**src/rtl/fpu_pkg.sv**
```systemverilog
// -----------------------------------------------------------------------------
// fpu_pkg
// Shared definitions for the FPU datapath blocks.
//   FPU_WIDTH  default mantissa width (power of two)
//   FPU_EXP_W  default biased exponent width
//   FPU_SH_W   default shift/count width, clog2(FPU_WIDTH)+1 so that a count
//              equal to the full width is representable
//   count_lz() leading-zero counter shared by the normalizer and the rounder
// -----------------------------------------------------------------------------
package fpu_pkg;

   localparam int FPU_WIDTH = 32;
   localparam int FPU_EXP_W = 8;
   localparam int FPU_SH_W  = 6;

   // Widest vector count_lz() can inspect; callers zero-extend into this.
   localparam int LZC_MAX_W = 64;

   // Counts leading zeros of the low 'w' bits of d, returning w when those
   // bits are all zero. The scan runs from the top so the first set bit found
   // (the most significant one) decides the count.
   function automatic int count_lz(input logic [LZC_MAX_W-1:0] d, input int w);
      int   cnt;
      logic found;
      cnt   = w;
      found = 1'b0;
      for (int i = LZC_MAX_W - 1; i >= 0; i--) begin
         if ((i < w) && d[i] && !found) begin
            cnt   = w - 1 - i;
            found = 1'b1;
         end
      end
      return cnt;
   endfunction

endpackage

```
**src/rtl/fpu_lshifter.sv**
```systemverilog
// -----------------------------------------------------------------------------
// fpu_lshifter
// Combinational logarithmic left shifter. Zeros are shifted in at the bottom
// and bits shifted past the top are dropped.
//   data_i   [WIDTH-1:0]  value to shift
//   shamt_i  [SH_W-1:0]   left-shift amount
//   data_o   [WIDTH-1:0]  data_i << shamt_i, or 0 when shamt_i >= WIDTH
// -----------------------------------------------------------------------------
module fpu_lshifter
   import fpu_pkg::*;
#(
   parameter int WIDTH = FPU_WIDTH,
   parameter int SH_W  = FPU_SH_W
) (
   input  logic [WIDTH-1:0] data_i,
   input  logic [SH_W-1:0]  shamt_i,
   output logic [WIDTH-1:0] data_o
);

   localparam int LOGW = $clog2(WIDTH);

   logic [WIDTH-1:0] stage [LOGW+1];

   assign stage[0] = data_i;

   // One mux level per shift-amount bit: level g shifts by 2**g.
   for (genvar g = 0; g < LOGW; g++) begin : g_level
      assign stage[g+1] = shamt_i[g] ? (stage[g] << (1 << g)) : stage[g];
   end

   // Any set bit at or above LOGW means the shift covers the whole word.
   assign data_o = (|shamt_i[SH_W-1:LOGW]) ? '0 : stage[LOGW];

endmodule

```
**src/rtl/fpu_lnormalizer.sv**
```systemverilog
// -----------------------------------------------------------------------------
// fpu_lnormalizer
// Two-stage pipelined left-shift normalizer. Counts leading zeros of the
// mantissa, shifts it left until the MSB is set and lowers the exponent by
// the same amount. If the exponent would go below 1 the shift is clamped and
// a denormal (exponent 0) result is produced.
//   clk, rst     clock and synchronous active-high reset
//   in_valid     input beat valid
//   in_ready     normalizer can take a beat this cycle
//   in_data      unnormalized mantissa
//   in_exp       biased exponent of in_data
//   out_valid    result valid
//   out_ready    downstream accepts the result
//   out_data     normalized or denormal mantissa
//   out_exp      adjusted biased exponent
//   out_shamt    left shift actually applied
//   out_zero     in_data was all zeros
//   out_denorm   result is denormal
// -----------------------------------------------------------------------------
module fpu_lnormalizer
   import fpu_pkg::*;
#(
   parameter int WIDTH = FPU_WIDTH,
   parameter int EXP_W = FPU_EXP_W,
   parameter int SH_W  = FPU_SH_W
) (
   input  logic             clk,
   input  logic             rst,
   input  logic             in_valid,
   output logic             in_ready,
   input  logic [WIDTH-1:0] in_data,
   input  logic [EXP_W-1:0] in_exp,
   output logic             out_valid,
   input  logic             out_ready,
   output logic [WIDTH-1:0] out_data,
   output logic [EXP_W-1:0] out_exp,
   output logic [SH_W-1:0]  out_shamt,
   output logic             out_zero,
   output logic             out_denorm
);

   // Exponent and count are compared in a common width wide enough for both.
   localparam int XW = EXP_W + SH_W;

   logic             s1_valid_q;
   logic [WIDTH-1:0] s1_data_q;
   logic [EXP_W-1:0] s1_exp_q;
   logic [SH_W-1:0]  s1_lzc_q;
   logic [SH_W-1:0]  s1_lzc_d;

   logic             s2_valid_q;
   logic [WIDTH-1:0] s2_data_q;
   logic [EXP_W-1:0] s2_exp_q;
   logic [SH_W-1:0]  s2_shamt_q;
   logic             s2_zero_q;
   logic             s2_denorm_q;

   logic [WIDTH-1:0] s2_data_d;
   logic [EXP_W-1:0] s2_exp_d;
   logic [SH_W-1:0]  s2_shamt_d;
   logic             s2_zero_d;
   logic             s2_denorm_d;

   logic             s1_load;
   logic             s2_load;
   logic [XW-1:0]    e_ext;
   logic [XW-1:0]    l_ext;

   // Each stage advances when it is empty or the stage after it is moving,
   // so a full pipe still streams one beat per cycle.
   assign s2_load  = !s2_valid_q || out_ready;
   assign s1_load  = !s1_valid_q || s2_load;
   assign in_ready = s1_load;

   assign s1_lzc_d = SH_W'(count_lz(LZC_MAX_W'(in_data), WIDTH));

   // Stage 1 captures the raw operands and their leading-zero count.
   always_ff @(posedge clk) begin
      if (rst) begin
         s1_valid_q <= 1'b0;
         s1_data_q  <= '0;
         s1_exp_q   <= '0;
         s1_lzc_q   <= '0;
      end else if (s1_load) begin
         s1_valid_q <= in_valid;
         if (in_valid) begin
            s1_data_q <= in_data;
            s1_exp_q  <= in_exp;
            s1_lzc_q  <= s1_lzc_d;
         end
      end
   end

   // Shift selection: normalize fully when the exponent can absorb the whole
   // count; otherwise stop at exponent 1 worth of shift and flag denormal.
   // An exponent of 0 is already denormal and is passed through unshifted.
   always_comb begin
      e_ext       = {{SH_W{1'b0}}, s1_exp_q};
      l_ext       = {{EXP_W{1'b0}}, s1_lzc_q};
      s2_shamt_d  = '0;
      s2_exp_d    = '0;
      s2_zero_d   = 1'b0;
      s2_denorm_d = 1'b0;
      if (s1_data_q == '0) begin
         s2_zero_d = 1'b1;
      end else if (e_ext > l_ext) begin
         s2_shamt_d = s1_lzc_q;
         s2_exp_d   = EXP_W'(e_ext - l_ext);
      end else if (s1_exp_q == '0) begin
         s2_denorm_d = 1'b1;
      end else begin
         s2_shamt_d  = SH_W'(e_ext - XW'(1));
         s2_denorm_d = 1'b1;
      end
   end

   fpu_lshifter #(
      .WIDTH (WIDTH),
      .SH_W  (SH_W)
   ) u_lshifter (
      .data_i  (s1_data_q),
      .shamt_i (s2_shamt_d),
      .data_o  (s2_data_d)
   );

   // Stage 2 holds the finished result; it only updates when the output side
   // is free, which keeps out_* stable during backpressure.
   always_ff @(posedge clk) begin
      if (rst) begin
         s2_valid_q  <= 1'b0;
         s2_data_q   <= '0;
         s2_exp_q    <= '0;
         s2_shamt_q  <= '0;
         s2_zero_q   <= 1'b0;
         s2_denorm_q <= 1'b0;
      end else if (s2_load) begin
         s2_valid_q <= s1_valid_q;
         if (s1_valid_q) begin
            s2_data_q   <= s2_data_d;
            s2_exp_q    <= s2_exp_d;
            s2_shamt_q  <= s2_shamt_d;
            s2_zero_q   <= s2_zero_d;
            s2_denorm_q <= s2_denorm_d;
         end
      end
   end

   assign out_valid  = s2_valid_q;
   assign out_data   = s2_data_q;
   assign out_exp    = s2_exp_q;
   assign out_shamt  = s2_shamt_q;
   assign out_zero   = s2_zero_q;
   assign out_denorm = s2_denorm_q;

endmodule

```
**config.mk**
```make
export PLATFORM = sky130hd
export DESIGN_NAME = fpu_lnormalizer
export DESIGN_NICKNAME = d
export VERILOG_FILES = /design/src/rtl/fpu_pkg.sv /design/src/rtl/fpu_lshifter.sv /design/src/rtl/fpu_lnormalizer.sv
export SDC_FILE = /design/constraint.sdc
export NUM_CORES = 1
export LEC_CHECK = 0
export ABC_CLOCK_PERIOD_IN_PS = 3300
export BUFFER_PORTS_ARGS = -buffer_cell sky130_fd_sc_hd__buf_2
export CAP_MARGIN = 20
export CORE_MARGIN = 3
export CORE_UTILIZATION = 52
export CTS_CLUSTER_DIAMETER = 50
export DETAILED_ROUTE_END_ITERATION = 7
export GPL_TIMING_DRIVEN = 0
export PLACE_DENSITY = 0.84
export SYNTH_ARGS = -nofsm -noshare
export SYNTH_HDL_FRONTEND = slang
export SYNTH_SLANG_ARGS = --single-unit
```
**constraint.sdc**
```tcl
create_clock -name clk -period 3.3 [get_ports clk]
set_input_delay 0.66 -clock clk [delete_from_list [all_inputs] [get_ports clk]]
set_output_delay 0.66 -clock clk [all_outputs]
set_load 0.02 [all_outputs]
```
==> results.md, run 1 <==
- The setup clock skew after layout is 0.0149 ns.
- The post-detailed-route wirelength per cell is 20.2 um.
- The detailed-route via count is 6,720.
- In the routed design, unresolved DRC markers number 0.
- For this run, asynchronously set or reset flops after synthesis account for 0.
- In this run the tightest slew margin relative to its limit is 0.500.
- The fraction of layout instances using a drive strength above 1 is 0.306.
- The fraction of the yosys area taken by sequential cells is 0.327.
- The count of port buffers added during placement is 93.
- The quantity of hold-fixing buffers added after cts is 0.
- The total core area is 0.0109 mm^2.
- By area the synthesized netlist is led by sky130_fd_sc_hd__dfxtp_1 33%, sky130_fd_sc_hd__nand2_1 7.7%, sky130_fd_sc_hd__a21oi_1 6.8%, sky130_fd_sc_hd__a22oi_1 5.6%, sky130_fd_sc_hd__nor2_1 4.3%.
- The number of hold violations in the final report is 0.
- Ranked by instance count, the synthesized netlist is headed by 121 x sky130_fd_sc_hd__nand2_1, 96 x sky130_fd_sc_hd__dfxtp_1, 80 x sky130_fd_sc_hd__a21oi_1, 68 x sky130_fd_sc_hd__nor2_1, 44 x sky130_fd_sc_hd__a22oi_1.
- Wires add up to 20.6 mm.
- The maximum clock frequency is 290 MHz.
- The floorplan die height is 112 um.
- The via count of the first global-routing pass is 5,925.
- After filler insertion, the fill cell instance count of the layout stands at 868.
- The post-synthesis to final-layout area growth is 29.3%.
- The actual slew at the worst max-slew pin is 0.746 ns.
- The buffer depth of the longest clock path is 2.
- The design draws 4.35 mW.
- The final count of pins violating max slew is 0.
- After the first detailed-routing iteration, the DRC count stood at 773.
- Counting I/O delays and the setup requirement, the final critical path takes 3.45 ns.
- The worst setup path is captured at a register.
- The depth of the CTS H-tree is 3.
- Clock tree synthesis found a total of 96 sinks.
- The count of mapped cells out of synthesis is 733.
- The number of rows created at floorplan is 38.
- CTS placed an instance of sky130_fd_sc_hd__clkbuf_16 at the clock tree root.
- The number of unique standard cell types used by synthesis is 82.
- Setup violations remaining at the end of the flow were counted as 18.
- Dividing the synthesized area by the synthesized cell count gives 8.02 um^2.
- At the worst endpoint, the required time is 3.51 ns.
- For this configuration, the core starts out at a cell density of 0.537.
- The number of nets in the synthesized netlist is 786.
- In the finished design, the share of the clock period the worst path needs comes to 1.04.
- The final reports fail on negative setup slack.
- Summed over all cells, the static leakage comes to 3.00 nW.
- The flow ran to the end, but the final reports show violations.
- The number of maximum-capacitance violations is 0.
- 0 antenna diodes ended up in the layout.
- In the global route stage, overall resource usage came out at 0.303.
- The minimum setup slack after placement is -0.393 ns.
- The remaining global-route overflow is 0.
- Summed over all nets, the half-perimeter wirelength after detailed placement is 14.6 mm.
- At the later pin of the worst-skew pair, clock insertion delay measures 0.35 ns.
- The register bit count reported by yosys is 96.
- By instance count, the leading cell after synthesis is sky130_fd_sc_hd__nand2_1.
- The first detailed-routing pass took 8 iterations.
- The share of Yosys cell area claimed by the top area cell type is 0.327.
- The die outline area is 0.0126 mm^2.
- The maximum number of pins on one net before global-route repair is 19.
- The number of enable-type register cells in the synthesized netlist is 0.
- The antenna violation net count after detailed routing is 0.
- The width of the die is 112 um.
- The clock-pin slew on the worst setup and hold paths is 0.08 ns.
- For this run, the number of Yosys warnings is 0.
- The boundary pin count is 94.
- Using the TritonRoute via totals, the vias-per-cell ratio works out to 6.57.
- TritonCTS created 9 clock buffers.
- Along the worst path, the maximum fanout reaches 7.
- Setup repair after global routing could not meet its margin everywhere.
- The total power density per cell area is 572 mW/mm^2.
- Across all setup checks in the final design, the least slack found is -0.146 ns.
- The final layout contains 931 nets.
- The wire length of the first global-routing pass is 31.0 mm.
- At the end of routability-driven placement, the weighted congestion stood at 0.993.
- The number of antenna violations at the first check in global routing is 0.
- The tightest min-delay check is of the register to register type.
- The CTS tree is built.
- The data arrival time at the worst-slack endpoint is 3.65 ns.
- STA classifies the critical path startpoint as a register.
- The peak ir drop on the vdd network is 0.293 mV.
- Among all flip-flop cells after synthesis, the most frequent one is sky130_fd_sc_hd__dfxtp_1.
- The biggest area consumer among synthesized cells is sky130_fd_sc_hd__dfxtp_1.
- The synthesized cell area is 0.00588 mm^2.
- The type of the setup path with the least slack is register to register.
## kinds of logic after synthesis
group,Yosys count,synth area share
AOI/OAI and AO/OA,254,0.315
xor gates and xnor gates,7,0.0104
adders and majority gates,9,0.0204
buffers and inverters,64,0.0543
DFF,96,0.327
muxes,24,0.0519
and+or+nand+nor,279,0.221
## state kept, by name, summed over array words and instances (netlist names)
register	cells
s1_data_q	32
out_zero	1
s1_exp_q	8
out_data	32
s1_valid_q	1
out_denorm	1
out_valid	1
s1_lzc_q	6
out_shamt	6
out_exp	8
## through the flow
step	utilization	cell area, um^2	TNS, ns	hold slack [ns]	std cells
6_report	0.695	7600	-1.23	0.447	1023
3_3_place_gp	0.596	6520	-6.09	0.433	966
4_1_cts	0.669	7320	-0.00215	0.453	1010
5_1_grt	0.695	7600	-3.19	0.477	1023
2_1_floorplan	-	5880	0	0.432	733
3_5_place_dp	0.596	6520	-8.32	0.438	966
## timing repair
action	4_1_cts	5_1_grt
endpoints found under the hold margin	0	0
setup buffers	27	10
resized for setup	55	42
pin swaps	33	27
gates cloned	2	4
endpoints found under the setup margin	33	31
## worst paths after layout
check	to	depth (start not counted)	slack, ns	from
min	out_data[8]	2	0.45	out_data[8]
min reg2reg	out_data[8]	2	0.45	out_data[8]
max	out_data[31]	11	-0.15	s1_lzc_q[4]
max reg2reg	out_data[31]	11	-0.15	s1_lzc_q[4]
## report_power, final
part           total (mW)  internal, mW  switching [mW]
logic                1.99         0.846            1.14
registers            1.31          1.24          0.0771
clock network        1.04         0.551           0.494
## cells in the final DEF, fill, tap and decap left out, types with 6 or more instances in the layout
master / instances
sky130_fd_sc_hd__a221oi_2: 7
sky130_fd_sc_hd__a21oi_1: 78
sky130_fd_sc_hd__a221oi_1: 16
sky130_fd_sc_hd__ha_1: 6
sky130_fd_sc_hd__nor4_1: 13
sky130_fd_sc_hd__nand2b_1: 6
sky130_fd_sc_hd__a22oi_2: 20
sky130_fd_sc_hd__a22oi_1: 29
sky130_fd_sc_hd__nand2_2: 6
sky130_fd_sc_hd__buf_2: 98
sky130_fd_sc_hd__o21ai_0: 13
sky130_fd_sc_hd__inv_1: 13
sky130_fd_sc_hd__buf_4: 36
sky130_fd_sc_hd__a22o_1: 13
sky130_fd_sc_hd__nand3_1: 8
sky130_fd_sc_hd__clkbuf_1: 24
sky130_fd_sc_hd__buf_6: 11
sky130_fd_sc_hd__nand4_1: 6
sky130_fd_sc_hd__nor3_1: 15
sky130_fd_sc_hd__nand2_1: 116
sky130_fd_sc_hd__o22ai_1: 8
sky130_fd_sc_hd__mux2i_1: 7
sky130_fd_sc_hd__nor2_1: 68
sky130_fd_sc_hd__and2_1: 6
sky130_fd_sc_hd__clkbuf_16: 9
sky130_fd_sc_hd__dfxtp_1: 93
sky130_fd_sc_hd__a31oi_1: 6
sky130_fd_sc_hd__mux2i_4: 8
## critical path: stages (launching register included)
cell	delay (ns)
sky130_fd_sc_hd__dfxtp_1	0.41
sky130_fd_sc_hd__inv_1	0.12
sky130_fd_sc_hd__ha_1	0.35
sky130_fd_sc_hd__and3_4	0.19
sky130_fd_sc_hd__and4_4	0.22
sky130_fd_sc_hd__o211a_1	0.27
sky130_fd_sc_hd__o21ai_2	0.35
sky130_fd_sc_hd__mux2i_2	0.60
sky130_fd_sc_hd__a221oi_1	0.22
sky130_fd_sc_hd__a22oi_2	0.33
sky130_fd_sc_hd__nand2b_1	0.16
sky130_fd_sc_hd__a21oi_1	0.08
## per-layer routing
metal	wire, um	track usage
met5	0	0
met4	1030	0.151
met3	2190	0.0625
met2	8990	0.470
met1	8410	0.401
## area by class of cell
| class | instances | area [um^2] | area share |
|---|---|---|---|
| plain buffers | 47 | 302 | 0.0397 |
| clock buffers | 10 | 239 | 0.0314 |
| clock inverters | 6 | 57.6 | 0.00757 |
| inverters | 15 | 58.8 | 0.00774 |
| multi-input cells | 575 | 4000 | 0.527 |
| flip-flops and latches | 96 | 1930 | 0.254 |
| well taps | 140 | 175 | 0.0230 |
| repair buffers | 134 | 837 | 0.110 |
No activity file was read; power rests on OpenSTA's default activity.
==> run 2: changes to the inputs <==
CORE_UTILIZATION = 45   (was 52)
CTS_BUF_LIST = sky130_fd_sc_hd__clkbuf_2 sky130_fd_sc_hd__clkbuf_4 sky130_fd_sc_hd__clkbuf_8   (was unset)
PLACE_DENSITY = 0.75   (was 0.84)
==> run 2 against run 1 <==
Flip-flop and latch count unchanged. Clock power decreased by 14%. The run still ends with negative setup slack left. Via count decreased by 2.1%. Core utilization decreased by 9.5 points.
==> results.md, run 2 (synthesis gave the netlist of run 1 again) <==
- The total power density per cell area is 549 mW/mm^2.
- The first global-routing pass estimated 31.2 mm of wire.
- The routed design has 20.6 mm of wire.
- Of the total power, the clock network draws 0.215.
- The largest fanout on the critical path is 5.
- The type of the setup path with the least slack is register to register.
- The total core area is 0.0127 mm^2.
- Setup repair after global routing could not meet its margin everywhere.
- The internal power of the cells totals 2.57 mW.
- The switching power is 1.60 mW.
- The library cells used most frequently in the layout, excluding fill and tap cells, are 117 x sky130_fd_sc_hd__nand2_1, 100 x sky130_fd_sc_hd__buf_2, 93 x sky130_fd_sc_hd__dfxtp_1, 79 x sky130_fd_sc_hd__a21oi_1, 67 x sky130_fd_sc_hd__nor2_1.
- The number of nets in the layout is 943.
- The run finished, with violations left.
- Detailed routing inserted a total of 6,576 vias.
- The most numerous cell type found on the critical path is sky130_fd_sc_hd__inv_2.
- Along the worst hold path, the cell count comes to 2.
- The quantity of hold-fixing buffers added after cts is 0.
- The effective utilization at floorplan is 0.464.
- The H-tree was split into 3 levels.
- Max-cap violations in this run came to 0.
- The CTS tree is built.
- In this run the vertical extent of the chip is 120 um.
- The worst pin sits at a relative slew slack of 0.473.
- The combinational group share of total power is 0.470.
- The share of power burned in registers is 0.314.
- Clock-pin slew was measured on the worst setup and hold paths at 0.10 ns.
- The checks that failed: negative setup slack.
- The weighted congestion at the end of routability-driven global placement is 0.977.
- CTS placed an instance of sky130_fd_sc_hd__clkbuf_8 at the clock tree root.
- Setup slack on the critical path of the routed design comes to -0.159 ns.
- The worst hold-check path type is register to register.
- The capturing element type of the critical path is a register.
- For this run, the slowest stage of the critical path takes 0.40 ns.
- The clock network latency to the later pin of the worst-skew pair is 0.39 ns.
- In this run the critical register-to-register path is launched from s1_exp_q[0].
- The post-detailed-route wirelength per cell is 19.3 um.
- The boundary pin count is 94.
- Leaving out fill and tap cells, the most frequent cell in the layout is sky130_fd_sc_hd__nand2_1.
- The total number of clock tree sinks is 96.
- VDD sags by at most 0.241 mV.
- The critical path goes through inv_2 -> ha_4 -> inv_2 -> fa_2 -> a21o_1 -> a221oi_4 -> o211a_1 -> or2_4 -> buf_8 -> buf_4 -> mux2i_4 -> mux2_2 -> o22ai_1 -> a221oi_2 -> a311oi_1.
- The kind of cell with the highest combined delay along the critical path is compound AO/OA/AOI/OAI gates.
- The setup clock skew after layout is 0.0130 ns.
- From left edge to right edge, the die measures 120 um.
- For flop-to-flop paths, the worst setup slack is -0.16 ns.
- Data on the critical path arrives at its endpoint at 3.70 ns.
- The worst hold path begins at out_data[11].
- The count of port buffers added during placement is 93.
- Of the total power, the share spent switching nets is 0.384.
- The maximum number of pins on one net before global-route repair is 16.
- The actual slew at the worst max-slew pin is 0.784 ns.
- After detailed routing, the number of remaining DRC violations is 0.
- The first TritonRoute pass finished after 6 iterations.
- The via density per instance is 6.16.
- The count of nets left with antenna violations once routing finished came out at 0.
- The count of antenna diodes in the layout is 0.
- Of the cells placed in the final design, the portion with a size suffix greater than 1 is 0.309.
- The number of antenna violations at the first check in global routing is 0.
- Counting cells, the worst reg-to-reg path comes to 15.
- The final clock period utilization by the worst path is 1.05.
- Summed over all cells, the static leakage comes to 3.03 nW.
- The via count of the first global-routing pass is 5,982.
- The placed wire-length estimate after detailed placement is 15.0 mm.
- The worst hold path terminates at out_data[11].
- The required time at the endpoint of the critical path is 3.54 ns.
- Hold timing on the final database bottoms out at a slack of 0.452 ns.
- The remaining global-route overflow is 0.
- The endpoint identified for the worst register-to-register timing path is out_data[21].
- The die covers 0.0145 mm^2.
- For this block, the initial DRC count from the detailed router was 661.
- Measured on the finished design, the core utilization comes to 0.600.
- The number of hold violations in the final report is 0.
- The number of buffers and inverters on the critical path is 4.
- The post-synthesis to final-layout area growth is 29.4%.
- The TritonCTS buffer count is 9.
- Setup violations remaining at the end of the flow were counted as 19.
- The minimum clock period after layout is 3.46 ns.
- After filler insertion, the fill cell instance count of the layout stands at 1,181.
- The final count of pins violating max slew came to 0.
- Static timing analysis puts the maximum clock frequency at 289 MHz.
- The total global-route track usage is 0.271.
- The cell type of the slowest stage on the worst timing path is sky130_fd_sc_hd__a221oi_4.
- The startpoint kind of the worst setup timing path is a register.
- The buffer depth of the longest clock path is 2.
- The number of rows created at floorplan is 41.
==> run 2: cell types whose count changed in the layout (fill, tap and decap cells not counted), moves of 3 or more <==
cell	change
sky130_fd_sc_hd__a22oi_1	+3
sky130_fd_sc_hd__clkbuf_16	-8
sky130_fd_sc_hd__o21ai_2	-3
sky130_fd_sc_hd__a22oi_2	-3
sky130_fd_sc_hd__clkbuf_8	+10
sky130_fd_sc_hd__buf_4	+15
==> run 2: cell type report <==
| type | instances | area (um^2) | share of cell area |
|---|---|---|---|
| clock buffer | 12 | 159 | 0.0209 |
| inverter | 15 | 56.3 | 0.00740 |
| tap | 172 | 215 | 0.0283 |
| multi-input combinational | 574 | 3980 | 0.523 |
| buffer | 46 | 288 | 0.0378 |
| sequential | 96 | 1930 | 0.253 |
| timing repair buffer | 148 | 912 | 0.120 |
| clock inverter | 4 | 76.3 | 0.0100 |
==> run 2: worst max-delay path by stage <==
stage	cells past startpoint	from	end
after global placement	13	s1_exp_q[0]	out_data[23]
after global routing	15	s1_exp_q[0]	out_data[27]
after floorplan	14	s1_exp_q[0]	out_data[25]
final	15	s1_exp_q[0]	out_data[21]
after detailed placement	13	s1_exp_q[0]	out_data[20]
after CTS	15	s1_exp_q[0]	out_data[20]
==> run 2: stage by stage <==
| step | setup TNS (ns) | instances | power (mW) | cell area [um^2] | worst slack [ns] |
|---|---|---|---|---|---|
| after floorplan | 0 | 733 | 2.39 | 5880 | 0.107 |
| after global routing | -3.99 | 1067 | 4.34 | 7610 | -0.292 |
| final | -1.24 | 1067 | 4.18 | 7610 | -0.159 |
| after global placement | -6.79 | 998 | 2.79 | 6560 | -0.342 |
| after detailed placement | -7.08 | 998 | 2.79 | 6560 | -0.330 |
| after CTS | -0.0280 | 1032 | 3.86 | 7120 | -0.0137 |
==> run 2: tightest hold or removal path: stages (launching register included) <==
cell                      delay, ns
sky130_fd_sc_hd__dfxtp_1       0.33
sky130_fd_sc_hd__nand2_1       0.04
sky130_fd_sc_hd__o21ai_0       0.05
==> run 2: per-layer routing <==
| layer | wire [um] | GRT usage |
|---|---|---|
| met1 | 8840 | 0.364 |
| met4 | 913 | 0.134 |
| met5 | 0 | 0 |
| met2 | 9210 | 0.424 |
| met3 | 1660 | 0.0440 |
==> run 2: power by group through the flow <==
stage / registers [mW] / logic [mW] / clock network, mW
3_3_place_gp: 1.33 / 1.46 / 0
4_1_cts: 1.31 / 1.65 / 0.911
5_1_grt: 1.32 / 2.07 / 0.947
6_report: 1.31 / 1.96 / 0.899
3_5_place_dp: 1.33 / 1.46 / 0
2_1_floorplan: 1.37 / 1.02 / 0
==> run 2: repair_timing <==
action                                 4_1_cts  5_1_grt
pin swaps                                   15       40
cloned                                       1        5
setup buffers                               20       30
endpoints found under the hold margin        0        0
resized for setup                           39       48
setup endpoints to repair                   33       29
==> run 3: changes to the inputs <==
CORE_UTILIZATION = 50   (was 45)
PLACE_DENSITY = 0.82   (was 0.75)
==> run 3 against run 2 <==
The run still ends with negative setup slack left. Cell count is 1.8% lower. First-iteration DRC count rose by 54%. Final area rose by 3.6%. Critical path depth down 2. Wire length is 7.5% higher. Total power is 4.2% higher. Flip-flop and latch count is the same. Hold slack lost 0.0014 ns. Via count up 5.5%. Clock skew shrank 0.0038 ns. Clock-buffer cell count is 3 lower. Critical path type unchanged. Critical endpoint unchanged. Highest routed layer unchanged.
==> results.md, run 3 (synthesis gave the netlist of run 1 again) <==
- The flow ran to the end, but the final reports show violations.
- The checks that failed: negative setup slack.
- The most critical setup path has its startpoint at s1_exp_q[0].
- The instance count along the most critical hold path is 2.
- The remaining global-route overflow is 0.
- The quantity of hold-fixing buffers added after cts is 0.
- The antenna violation net count after detailed routing is 0.
- The minimum clock period after layout is 3.42 ns.
- The longest clock path from root to sink contains 2 buffers.
- The total placed instance area is 0.00652 mm^2.
- The tightest min-delay check is of the register to register type.
- The width of the die is 114 um.
- The die is 114 um tall.
- Across the routed clock network, the largest skew measured is 0.00917 ns.
- Traced cell by cell, the critical path runs through inv_2 -> buf_4 -> buf_4 -> buf_4 -> ha_1 -> nor4b_4 -> a221oi_1 -> mux2_4 -> nor2_4 -> buf_6 -> a221oi_2 -> o21ai_1 -> a311oi_1.
- Dividing total power by cell area gives a power density of 552 mW/mm^2.
- The count of routing violations after the opening detailed-route iteration is 1,017.
- In this run the most critical hold path is launched from out_data[15].
- The type of the setup path with the least slack is register to register.
- Leaving out fill and tap cells, the most frequent cell in the layout is sky130_fd_sc_hd__nand2_1.
- The number of buffers and inverters on the critical path is 5.
- The destination of the worst register-to-register timing path is out_data[21].
- The number of placed instances with taps included is 966.
- TritonCTS built the clock tree.
- The weighted congestion at the end of routability-driven global placement is 1.04.
- The first detailed-routing pass took 7 iterations.
- The setup check on the worst reg-to-reg path leaves a slack of -0.12 ns.
- In this run the worst path has a maximum fanout of 10.
- The effective utilization at floorplan is 0.526.
- The total global-route track usage is 0.304.
- The number of setup violations in the final report is 15.
- For this block, the routed nets add up to 22.2 mm of wire.
- After clock tree synthesis, the clock-pin slew on the worst setup and hold paths is 0.10 ns.
- The number of antenna violations at the first check in global routing is 0.
- Summing all multi-input logic gate instances after layout gives 0.00407 mm^2.
- The static leakage is 3.15 nW.
- The cell type of the slowest stage on the worst timing path is sky130_fd_sc_hd__a221oi_1.
- The hold slack is 0.450 ns.
- The via density per instance is 6.62.
- Broken down by cell family, the worst path's largest delay share belongs to compound AO/OA/AOI/OAI gates.
- STA puts the critical path data required time at 3.59 ns.
- The most prevalent standard cell on the critical path is sky130_fd_sc_hd__buf_4.
- The finished cells cover 0.00788 mm^2.
- STA classifies the critical path startpoint as a register.
- The depth of the CTS H-tree is 3.
- Detailed placement ended at an HPWL of 14.7 mm.
- Across all setup checks in the final design, the least slack found is -0.115 ns.
- The boundary pin count is 94.
- The count of port buffers added during placement is 93.
- The filler cells instantiated in the layout total 831.
- The relative slew slack is 0.452.
- The peak ir drop on the vdd network is 0.280 mV.
- The root buffer cell is sky130_fd_sc_hd__clkbuf_8.
- In the layout the commonest cells are 116 x sky130_fd_sc_hd__nand2_1, 96 x sky130_fd_sc_hd__buf_2, 93 x sky130_fd_sc_hd__dfxtp_1, 77 x sky130_fd_sc_hd__a21oi_1, 67 x sky130_fd_sc_hd__nor2_1.
- The number of maximum-capacitance violations is 0.
- For hold timing, the worst endpoint is out_data[15].
- The later pin in the worst-skew pair is clocked with a latency of 0.38 ns.
- The number of hold violations in the final report is 0.
- The maximum clock frequency is 293 MHz.
- The worst register-to-register path begins at s1_exp_q[0].
- Setup repair after global routing could not meet its margin everywhere.
- In this design, the stage delay of the slowest critical-path cell is 0.67 ns.
- The post-detailed-route wirelength per cell is 21.2 um.
- The number of antenna diodes in the final layout is 0.
- The number of nets in the layout is 956.
- Across all layers, the routed design uses 6,940 vias.
- The total area inside the core boundary comes to 0.0112 mm^2.
- Setup total negative slack on the finished layout was measured at -0.968 ns.
- The final clock period utilization by the worst path is 1.03.
- The data arrival time at the worst-slack endpoint is 3.71 ns.
- The final instance count without filler cells is 1,048.
- The post-synthesis to final-layout area growth is 34.0%.
- The minimum setup slack after placement is -0.394 ns.
- Clock tree synthesis inserted a total of 9 buffers.
- The overall power is 4.35 mW.
- The capturing element type of the critical path is a register.
- The via count of the first global-routing pass is 6,053.
- In the final layout, the share of cells above drive strength 1 is 0.335.
- Entering global routing, the biggest net connects 18 pins.
- The number of rows created at floorplan is 38.
- The final core utilization is 0.705.
- The total number of clock tree sinks is 96.
- The wire length of the first global-routing pass is 31.7 mm.
- For this run, design rule violations remaining after detail routing come to 0.
- The combined flip-flop and latch cell area is 0.00193 mm^2.
- The die outline area is 0.0131 mm^2.
- The final count of pins violating max slew is 0.
- At the pin with the least slew margin, the transition time is 0.819 ns.
- For the worst flop-to-flop path, the logic depth is 13.
[run 3: cell count changes in the layout (fill, tap and decap cells not counted), sizes merged]
cell,previous run,this run
buf,168,181
clkbuf,38,36
inv,15,17
clkinv,1,2
nor2,73,72
[run 3: worst reg2reg max path: cells and delay by family (launching register included)]
family | cells | cell delay [ns]
AOI/OAI and AO/OA | 4 | 1.49
adders and majority gates | 1 | 0.22
buffers and inverters | 5 | 0.59
DFF | 1 | 0.35
muxes | 1 | 0.40
and+or+nand+nor | 2 | 0.26
[run 3: routing by layer]
layer,share of wire,global-route usage
met1,0.40,0.412
met2,0.44,0.475
met3,0.10,0.0502
met4,0.056,0.137
met5,0,0
[run 3: worst max path at each step]
stage	cells after the start	slack, ns	end
final	13	-0.12	out_data[21]
after global routing	13	-0.21	out_data[21]
after CTS	16	0.003	out_data[14]
after detailed placement	14	-0.39	out_data[27]
after global placement	14	-0.39	out_data[27]
after floorplan	14	0.11	out_data[25]
[run 3: final cells by class]
type | instances | area share
clock inverters | 7 | 0.0130
plain buffers | 47 | 0.0402
inverters | 15 | 0.00715
clock buffers | 9 | 0.0157
well taps | 140 | 0.0222
flip-flops and latches | 96 | 0.244
repair buffers | 161 | 0.140
multi-input cells | 573 | 0.517
[run 3: what timing repair did]
item	in CTS	in global routing
gates resized for setup	46	72
setup buffers	35	31
pin swaps	27	45
setup endpoints to repair	33	33
cloned	1	1
[run 3: power by group]
part | internal [mW] | total, mW | switching, mW
Clock | 0.435 | 0.883 | 0.449
Sequential | 1.24 | 1.32 | 0.0792
Combinational | 0.961 | 2.15 | 1.19
Total | 2.63 | 4.35 | 1.72
